===== config.mk =====
export PLATFORM = sky130hd
export DESIGN_NAME = x_top_uart_tx_fifo
export DESIGN_NICKNAME = d
export VERILOG_FILES = /design/src/rtl/x_top_uart_tx_fifo.sv
export SDC_FILE = /design/constraint.sdc
export NUM_CORES = 1
export LEC_CHECK = 0
export BUFFER_PORTS_ARGS = -buffer_cell sky130_fd_sc_hd__buf_2
export CAP_MARGIN = 40
export CELL_PAD_IN_SITES_DETAIL_PLACEMENT = 0
export CELL_PAD_IN_SITES_GLOBAL_PLACEMENT = 1
export CORE_UTILIZATION = 52
export CTS_BUF_LIST = sky130_fd_sc_hd__clkbuf_8 sky130_fd_sc_hd__clkbuf_16
export CTS_CLUSTER_DIAMETER = 60
export CTS_CLUSTER_SIZE = 14
export DETAILED_ROUTE_END_ITERATION = 7
export GPL_ROUTABILITY_DRIVEN = 0
export PLACE_DENSITY_LB_ADDON = 0.08
export SLEW_MARGIN = 10
export SYNTH_ARGS = -nofsm -noshare
export SYNTH_HDL_FRONTEND = slang
export SYNTH_SLANG_ARGS = --single-unit

===== constraint.sdc =====
create_clock -name i_clk -period 5.8 [get_ports i_clk]
set_clock_uncertainty 0.1 [all_clocks]
set_input_delay 0.29 -clock i_clk [delete_from_list [all_inputs] [get_ports i_clk]]
set_output_delay 0.29 -clock i_clk [all_outputs]
set_load 0.005 [all_outputs]

===== src/rtl/x_top_uart_tx_fifo.sv =====
// x_top_uart_tx_fifo: UART transmitter fed by a small power-of-two word FIFO.
// Parity stage is compiled in only when X_TOP_UART_TX_PARITY_EN is defined.
module x_top_uart_tx_fifo #(
  parameter int unsigned p_clk_hz     = 12000000,
  parameter int unsigned p_baud       = 115200,
  parameter int unsigned p_data_bits  = 8,
  parameter int unsigned p_stop_bits  = 1,
  parameter int unsigned p_parity     = 0,
  parameter int unsigned p_fifo_depth = 4
) (
  input  logic                            i_clk,
  input  logic                            i_rst,
  input  logic [p_data_bits-1:0]          i_data,
  input  logic                            i_valid,
  output logic                            o_ready,
  output logic                            o_tx,
  output logic                            o_busy,
  output logic [$clog2(p_fifo_depth):0]   o_level,
  output logic                            o_done
);

  localparam int unsigned BIT_CYC = p_clk_hz / p_baud;
  localparam int unsigned CNT_W   = $clog2(BIT_CYC);
  localparam int unsigned AW      = $clog2(p_fifo_depth);
  localparam int unsigned LW      = AW + 1;
  localparam int unsigned IDX_W   = 4;

  // Elaboration-time parameter sanity checks
  if (BIT_CYC < 2) begin : g_chk_baud
    $error("x_top_uart_tx_fifo: p_clk_hz/p_baud must be at least 2");
  end
  if (p_data_bits < 5 || p_data_bits > 9) begin : g_chk_data
    $error("x_top_uart_tx_fifo: p_data_bits must be 5..9");
  end
  if (p_stop_bits < 1 || p_stop_bits > 2) begin : g_chk_stop
    $error("x_top_uart_tx_fifo: p_stop_bits must be 1 or 2");
  end
  if (p_parity > 2) begin : g_chk_parity
    $error("x_top_uart_tx_fifo: p_parity must be 0, 1 or 2");
  end
  if (p_fifo_depth < 2 || (p_fifo_depth & (p_fifo_depth - 1)) != 0) begin : g_chk_depth
    $error("x_top_uart_tx_fifo: p_fifo_depth must be a power of two >= 2");
  end

`ifdef X_TOP_UART_TX_PARITY_EN
  typedef enum logic [2:0] {ST_IDLE, ST_START, ST_DATA, ST_PARITY, ST_STOP} state_t;
  localparam bit PAR_ON  = (p_parity != 0);
  localparam bit PAR_ODD = (p_parity == 2);
`else
  typedef enum logic [2:0] {ST_IDLE, ST_START, ST_DATA, ST_STOP} state_t;
`endif

  state_t                 state, state_nxt;
  logic [p_data_bits-1:0] mem [p_fifo_depth];
  logic [AW-1:0]          wr_ptr, rd_ptr;
  logic [LW-1:0]          level;
  logic [CNT_W-1:0]       cnt;
  logic [IDX_W-1:0]       idx;
  logic [p_data_bits-1:0] shreg;
  logic                   push_c, pop_c, tx_c, done_c;
  logic                   bit_end_c, last_data_c, last_stop_c, has_word_c;

  assign o_ready     = (level != LW'(p_fifo_depth));
  assign o_level     = level;
  assign push_c      = i_valid & o_ready;
  assign has_word_c  = (level != '0);
  assign bit_end_c   = (cnt == CNT_W'(BIT_CYC - 1));
  assign last_data_c = (idx == IDX_W'(p_data_bits - 1));
  assign last_stop_c = (idx == IDX_W'(p_stop_bits - 1));

  // FIFO storage; contents need no reset since pointers define validity
  always_ff @(posedge i_clk) begin
    if (push_c) mem[wr_ptr] <= i_data;
  end

  always_ff @(posedge i_clk) begin
    if (i_rst) begin
      wr_ptr <= '0;
      rd_ptr <= '0;
      level  <= '0;
    end else begin
      if (push_c) wr_ptr <= wr_ptr + AW'(1);
      if (pop_c)  rd_ptr <= rd_ptr + AW'(1);
      case ({push_c, pop_c})
        2'b10:   level <= level + LW'(1);
        2'b01:   level <= level - LW'(1);
        default: level <= level;
      endcase
    end
  end

  always_ff @(posedge i_clk) begin
    if (i_rst) state <= ST_IDLE;
    else       state <= state_nxt;
  end

`ifdef X_TOP_UART_TX_PARITY_EN
  logic par_bit;

  // Parity is latched from the popped word so later FIFO traffic cannot disturb it
  always_ff @(posedge i_clk) begin
    if (i_rst)      par_bit <= 1'b0;
    else if (pop_c) par_bit <= (^mem[rd_ptr]) ^ PAR_ODD;
  end
`endif

  always_comb begin
    state_nxt = state;
    pop_c     = 1'b0;
    tx_c      = 1'b1;
    done_c    = 1'b0;
    case (state)
      ST_IDLE: begin
        if (has_word_c) begin
          pop_c     = 1'b1;
          state_nxt = ST_START;
        end
      end
      ST_START: begin
        tx_c = 1'b0;
        if (bit_end_c) state_nxt = ST_DATA;
      end
      ST_DATA: begin
        tx_c = shreg[0];
        if (bit_end_c && last_data_c) begin
`ifdef X_TOP_UART_TX_PARITY_EN
          state_nxt = PAR_ON ? ST_PARITY : ST_STOP;
`else
          state_nxt = ST_STOP;
`endif
        end
      end
`ifdef X_TOP_UART_TX_PARITY_EN
      ST_PARITY: begin
        tx_c = par_bit;
        if (bit_end_c) state_nxt = ST_STOP;
      end
`endif
      ST_STOP: begin
        if (bit_end_c && last_stop_c) begin
          done_c = 1'b1;
          if (has_word_c) begin
            pop_c     = 1'b1;
            state_nxt = ST_START;
          end else begin
            state_nxt = ST_IDLE;
          end
        end
      end
      default: state_nxt = ST_IDLE;
    endcase
  end

  // Bit timing, shift register and registered line outputs
  always_ff @(posedge i_clk) begin
    if (i_rst) begin
      cnt    <= '0;
      idx    <= '0;
      shreg  <= '0;
      o_tx   <= 1'b1;
      o_busy <= 1'b0;
      o_done <= 1'b0;
    end else begin
      o_tx   <= tx_c;
      o_busy <= (state != ST_IDLE);
      o_done <= done_c;
      if (state == ST_IDLE || bit_end_c) cnt <= '0;
      else                               cnt <= cnt + CNT_W'(1);
      if (bit_end_c) idx <= (state_nxt != state) ? '0 : idx + IDX_W'(1);
      if (pop_c)                              shreg <= mem[rd_ptr];
      else if (bit_end_c && state == ST_DATA) shreg <= shreg >> 1;
    end
  end

endmodule


### Word-level counts from Yosys, hierarchy flattened

Memories as Yosys holds them, arrays and structs flattened. A register that Yosys moved wholly into a read port is not among the register bits.
Index checks and enable logic that the tools add are counted.

* bits in writable memories: 32
* memories kept: 1
* output and inout port bits: 7
* bits in registers: 32

* equality and inequality tests: 9
* bitwise gates (word level): 2
* reduce and logical (&&, ||, !) cells: 12
* add/subtract/negate cells: 6
* muxes and demuxes: 19

Memory list
* mem: words 4, bits a word 8, rd ports 1, clocked after memory_dff 1, write ports 1, RTL line 54 `logic [p_data_bits-1:0] mem [p_fifo_depth];`

Operators with widths (count)
* $mux W8: 2
* $mux W3: 4
* $pmux W3 S4: 1
* $add A7 B1 Y7 const B: 1
* $eq A7 B7 Y1 const B: 1
* $eq A3 B2 Y1 const B: 2
* $mux W1: 6
* $pmux W3 S2: 1
* $reduce_bool A3 Y1: 2
* $add A2 B1 Y2 const B: 2
* $add A4 B1 Y4 const B: 1
* $eq A4 B3 Y1 const B: 1
* $logic_not A4 Y1: 1
* $mux W2: 2
* $mux W4: 1
* $pmux W1 S2: 2
* $reduce_bool A2 Y1: 2
* $reduce_or A2 Y1: 2
* $add A3 B1 Y3 const B: 1
* $eq A3 B1 Y1 const B: 1
* $logic_and A1 B1 Y1: 3
* $logic_not A3 Y1: 1
* $ne A3 B3 Y1: 1
* $ne A3 B3 Y1 const B: 1
* 6 further kinds: 6

### Logic depth before layout (Yosys ltp)

* word-level depth: 6
* gate-level depth with buffers: 11
* gate-level depth less buffers: 11

### Worst setup path before layout

OpenSTA, ideal clock, no wires.

* kind: register to register
* start point: register idx[0]
* end point: register level[2], in the netlist o_level[2]
* arrival: 2.340 ns
* period minus slack after synthesis: 2.511 ns
* setup time: 0.070 ns
* stages on the path, launching flop included: 12
* setup slack: 3.289 ns
* cell sequence: dfxtp_1 -> inv_1 -> ha_1 -> nor4bb_1 -> nor4b_4 -> o21ai_2 -> inv_2 -> ha_1 -> fa_1 -> xnor2_1 -> or3_1 -> a21oi_1

* word-level cells in the longest chain between the ends: 6
* elaborated cells between the ends (all ways): 8

RTL lines
* from (decl): RTL line 58 `logic [IDX_W-1:0] idx;`
* from (signal assigned): RTL line 169 `if (bit_end_c) idx <= (state_nxt != state) ? '0 : idx + IDX_W'(1);`
* $logic_not A4 Y1 (*): RTL line 69 `assign last_stop_c = (idx == IDX_W'(p_stop_bits - 1));`
* $logic_and A1 B1 Y1 (*): RTL line 140 `if (bit_end_c && last_stop_c) begin`
* $mux W1 (*): RTL line 140
* $pmux W1 S2 (*): RTL line 112 `case (state)`
* $eq A2 B1 Y1 or $eq A2 B2 Y1 (tied branches): RTL line 84 `case ({push_c, pop_c})`
* $pmux W3 S2 or $reduce_bool A2 Y1 (tied branches)
* to (signal assigned): RTL line 85 `2'b10: level <= level + LW'(1);`
* to (signal assigned): RTL line 86 `2'b01: level <= level - LW'(1);`
* to (signal assigned): RTL line 87 `default: level <= level;`
* to (decl): RTL line 56 `logic [LW-1:0] level;`

Every way passes the cells marked *; elsewhere a longest branch is shown, timed or not.
A chain may end at the register's enable or synchronous reset.

### Worst setup path after layout

Same ends and word-level chain as after synthesis.

==> flow_summary_export.csv <==
group,metric,value,unit
power,p_switching,323,uW
global_routing,grt_use_met1,23.4,%
cells_and_area,final-seq-area,1640,sq um
placement,io_buffers,17,
cells_and_area,fill_cells,404,
die,core.rowCount,26,
die,die_w,74.4,microns
clock_network,cts.hold.buffers_added,0,
die,pin_count,18,
synthesis,yosysSeqAreaShare,60.2,%
timing,totalNegativeSetupSlack,0,ps
synthesis,postSynth.asyncResetShare,0,%
global_routing,antenna_found_initial,0,
setup_path,cp_top_family,"adder cells",
power,vdd_ir_drop_max,0.000242,V
timing,final.min_clock_period,3070,ps
timing,rsz0062_at_grt,"no",
synthesis,synthFlopType,"dfxtp_1",
setup_path,crit_top_cell,"ha_1",
synthesis,avgSynthCellArea,12.3,sq um
timing,hold_viol_final,0,
global_routing,grt_pass1_vias,1606,
setup_path,critPathBufInv,2,
die,initial_utilization,53.8,%
setup_path,crit_slowest_cell,"o21ai_2",
power,p_clk_share,36.5,%
global_routing,use_met3,4.07,%
setup_path,critPathLaunchType,"flop",
synthesis,synth_top_family_by_area,"simple AND/OR/NAND/NOR gates",
cells_and_area,n_antenna_cell,0,
die,dieHeight,74.4,microns
setup_path,worstPathArrival,3230,ps
synthesis,yosysTopAreaCell,"edfxtp_1",
timing,fmax,326,MHz
synthesis,synth.most_common_cell,"dfxtp_1",
route,finalWirelength,4710,microns
synthesis,syn-cell-area,2730,sq um
route,first_iter_violations,77,
cells_and_area,fin_util,61.3,%
clock_network,tritoncts,"done",
synthesis,synth_area_leaders,"edfxtp_1, dfxtp_1, mux4_2, nor2_1, ha_1",
global_routing,grt_max_degree,23,
global_routing,grtUsageTotal,19.2,%
power,leakagePower,0.00114,uW
setup_path,path_cells,"inv_1 -> ha_1 -> nor4bb_1 -> nor4b_4 -> o21ai_2 -> inv_2 -> ha_1 -> fa_1 -> xnor2_1 -> or3_1 -> a21oi_1",
global_routing,grtUsageMet2,32.1,%
synthesis,synthSimpleGateAreaFrac,14.9,%
route,via_count,1705,
synthesis,synth_mux_area_share,7.75,%
synthesis,yosysTopAreaCellShare,35.2,%
clock_network,clock_path_buffers,2,
timing,worst_slew_pin_slew,665,ps
setup_path,endpoint_kind,"flop",
run,cap_violations,0,
die,core,5070,sq um
cells_and_area,final_net_count,262,
placement,dpl.hpwl,3250,microns
global_routing,busiest_layer,"met2",
synthesis,yosys_warnings,0,
synthesis,synth_compound_area_share,6.79,%
setup_path,cpPeakStageDelay,510,ps
power,p_int,932,uW
power,seq_power_share,47.4,%
power,powerDensity,404,nW/um^2
setup_path,required,5960,ps
route,ant_nets,0,
die,die_area,5540,sq um
setup_path,critPathKind,"reg -> reg",
setup_path,path_max_fanout,16,
synthesis,synth-adder-area-share,4.40,%
clock_network,htreeDepth,3,
timing,setup_viol,0,
global_routing,grt_pass1_wl,7600,microns
power,switching_share,25.7,%
worst_hold_path,min_path_type,"in -> reg",
cells_and_area,multi_input_area,1010,sq um
clock_network,clk_latency,330,ps
synthesis,synth_edf_count,32,
synthesis,synth_cells,222,
synthesis,synth_xor_area_share,3.21,%
synthesis,ys_types,42,
timing,relSlewSlack,55.3,%
timing,finalMaxSlewViolations,0,
route,drcViolationCount,0,
clock_network,cts_setup_buffers,0,
clock_network,cts-buffers-inserted,9,
synthesis,synth_common_cells,"dfxtp_1, edfxtp_1, nor2_1",
clock_network,cts.repair.resized,0,
clock_network,clockRootBuffer,"clkbuf_8",
route,first_pass_iters,4,
power,p_comb_share,16.1,%
synthesis,synth.net_count,242,
route,vias_per_cell,5.38,
clock_network,clock_sinks,66,
cells_and_area,syn2layout_area_growth,13.9,%
status,run_status,"finished clean",
route,wl_per_cell,14.9,microns
global_routing,grt_overflow,0,
cells_and_area,drive_gt1_share,20.2,%
clock_network,path_clk_slew,70,ps
timing,finalCritPeriodShare,52.9,%
synthesis,ys_ff_latch,66,
==> flip-flops by register name, summed over array words and instances (netlist names), named ones only <==
register and flops:
o_busy 1, wr_ptr 2, idx 4, o_done 1, rd_ptr 2, state 3
o_tx 1, o_level 3, shreg 8, mem 32, cnt 7
==> stage by stage <==
step	power [uW]	hold WS, ps	std cells	instance area, sq um	setup WS (ps)
finish	1250	71.9	317	3110	2730
global route	1320	59.3	317	3110	2510
CTS	1270	53.6	317	3110	2720
detailed placement	810	343	301	2870	2740
global placement	797	323	301	2870	2870
floorplan	752	289	222	2730	3290
==> layout by cell type, fill, tap and decap left out, drive strengths merged, types with 6 or more instances in the layout <==
master  synthesis  final
dfxtp          34     34
clkbuf          3      9
ha              8      8
nand3           8      8
edfxtp         32     32
o21ai           8      8
a21oi          11     11
buf             5     17
nor2           28     28
inv            11     12
and3            6      6
nand2          13     13
mux4            8      8
==> cell type report <==
class                           instances  area share [%]
Clock buffer                            9            3.98
Clock inverter                          7            3.74
Inverter                               11            1.33
Multi-Input combinational cell        137            32.6
Sequential cell                        66            52.8
Timing Repair Buffer                   17            2.74
Tap cell                               70            2.82
==> cell families (layout without fill, tap and decap cells) <==
group                      after synthesis  count (layout)
xor gates and xnor gates                10              10
buffers and inverters                   19              44
and+or+nand+nor                         76              76
adders and majority gates                9               9
DFF                                     66              66
AOI/OAI and AO/OA                       30              30
muxes                                   11              11
other                                    1               1
==> path summary, 6_finish.rpt <==
check	slack, ps	endpoint	cells past startpoint	startpoint
worst min register to register	350	cnt[0]	1	cnt[0]
worst max register to register	2730	o_level[2]	11	idx[0]
worst min-delay path	70	mem[3][5]	1	i_data[5]
worst max-delay path	2730	o_level[2]	11	idx[0]
==> power by group through the flow <==
| stage | combinational [uW] | sequential, uW | clock [uW] |
|---|---|---|---|
| 2_1_floorplan | 169 | 583 | 0 |
| 3_3_place_gp | 195 | 602 | 0 |
| 4_1_cts | 205 | 596 | 466 |
| 6_report | 202 | 595 | 458 |
| 5_1_grt | 221 | 607 | 487 |
| 3_5_place_dp | 204 | 606 | 0 |
==> routing by layer <==
| metal | vias to the layer above | wire length [microns] |
|---|---|---|
| met4 | 0 | 72 |
| met3 | 6 | 88 |
| met1 | 836 | 2070 |
| met2 | 19 | 2480 |
| li1 | 844 | - |
| met5 | - | 0 |
No activity file was read; power rests on OpenSTA's default activity.
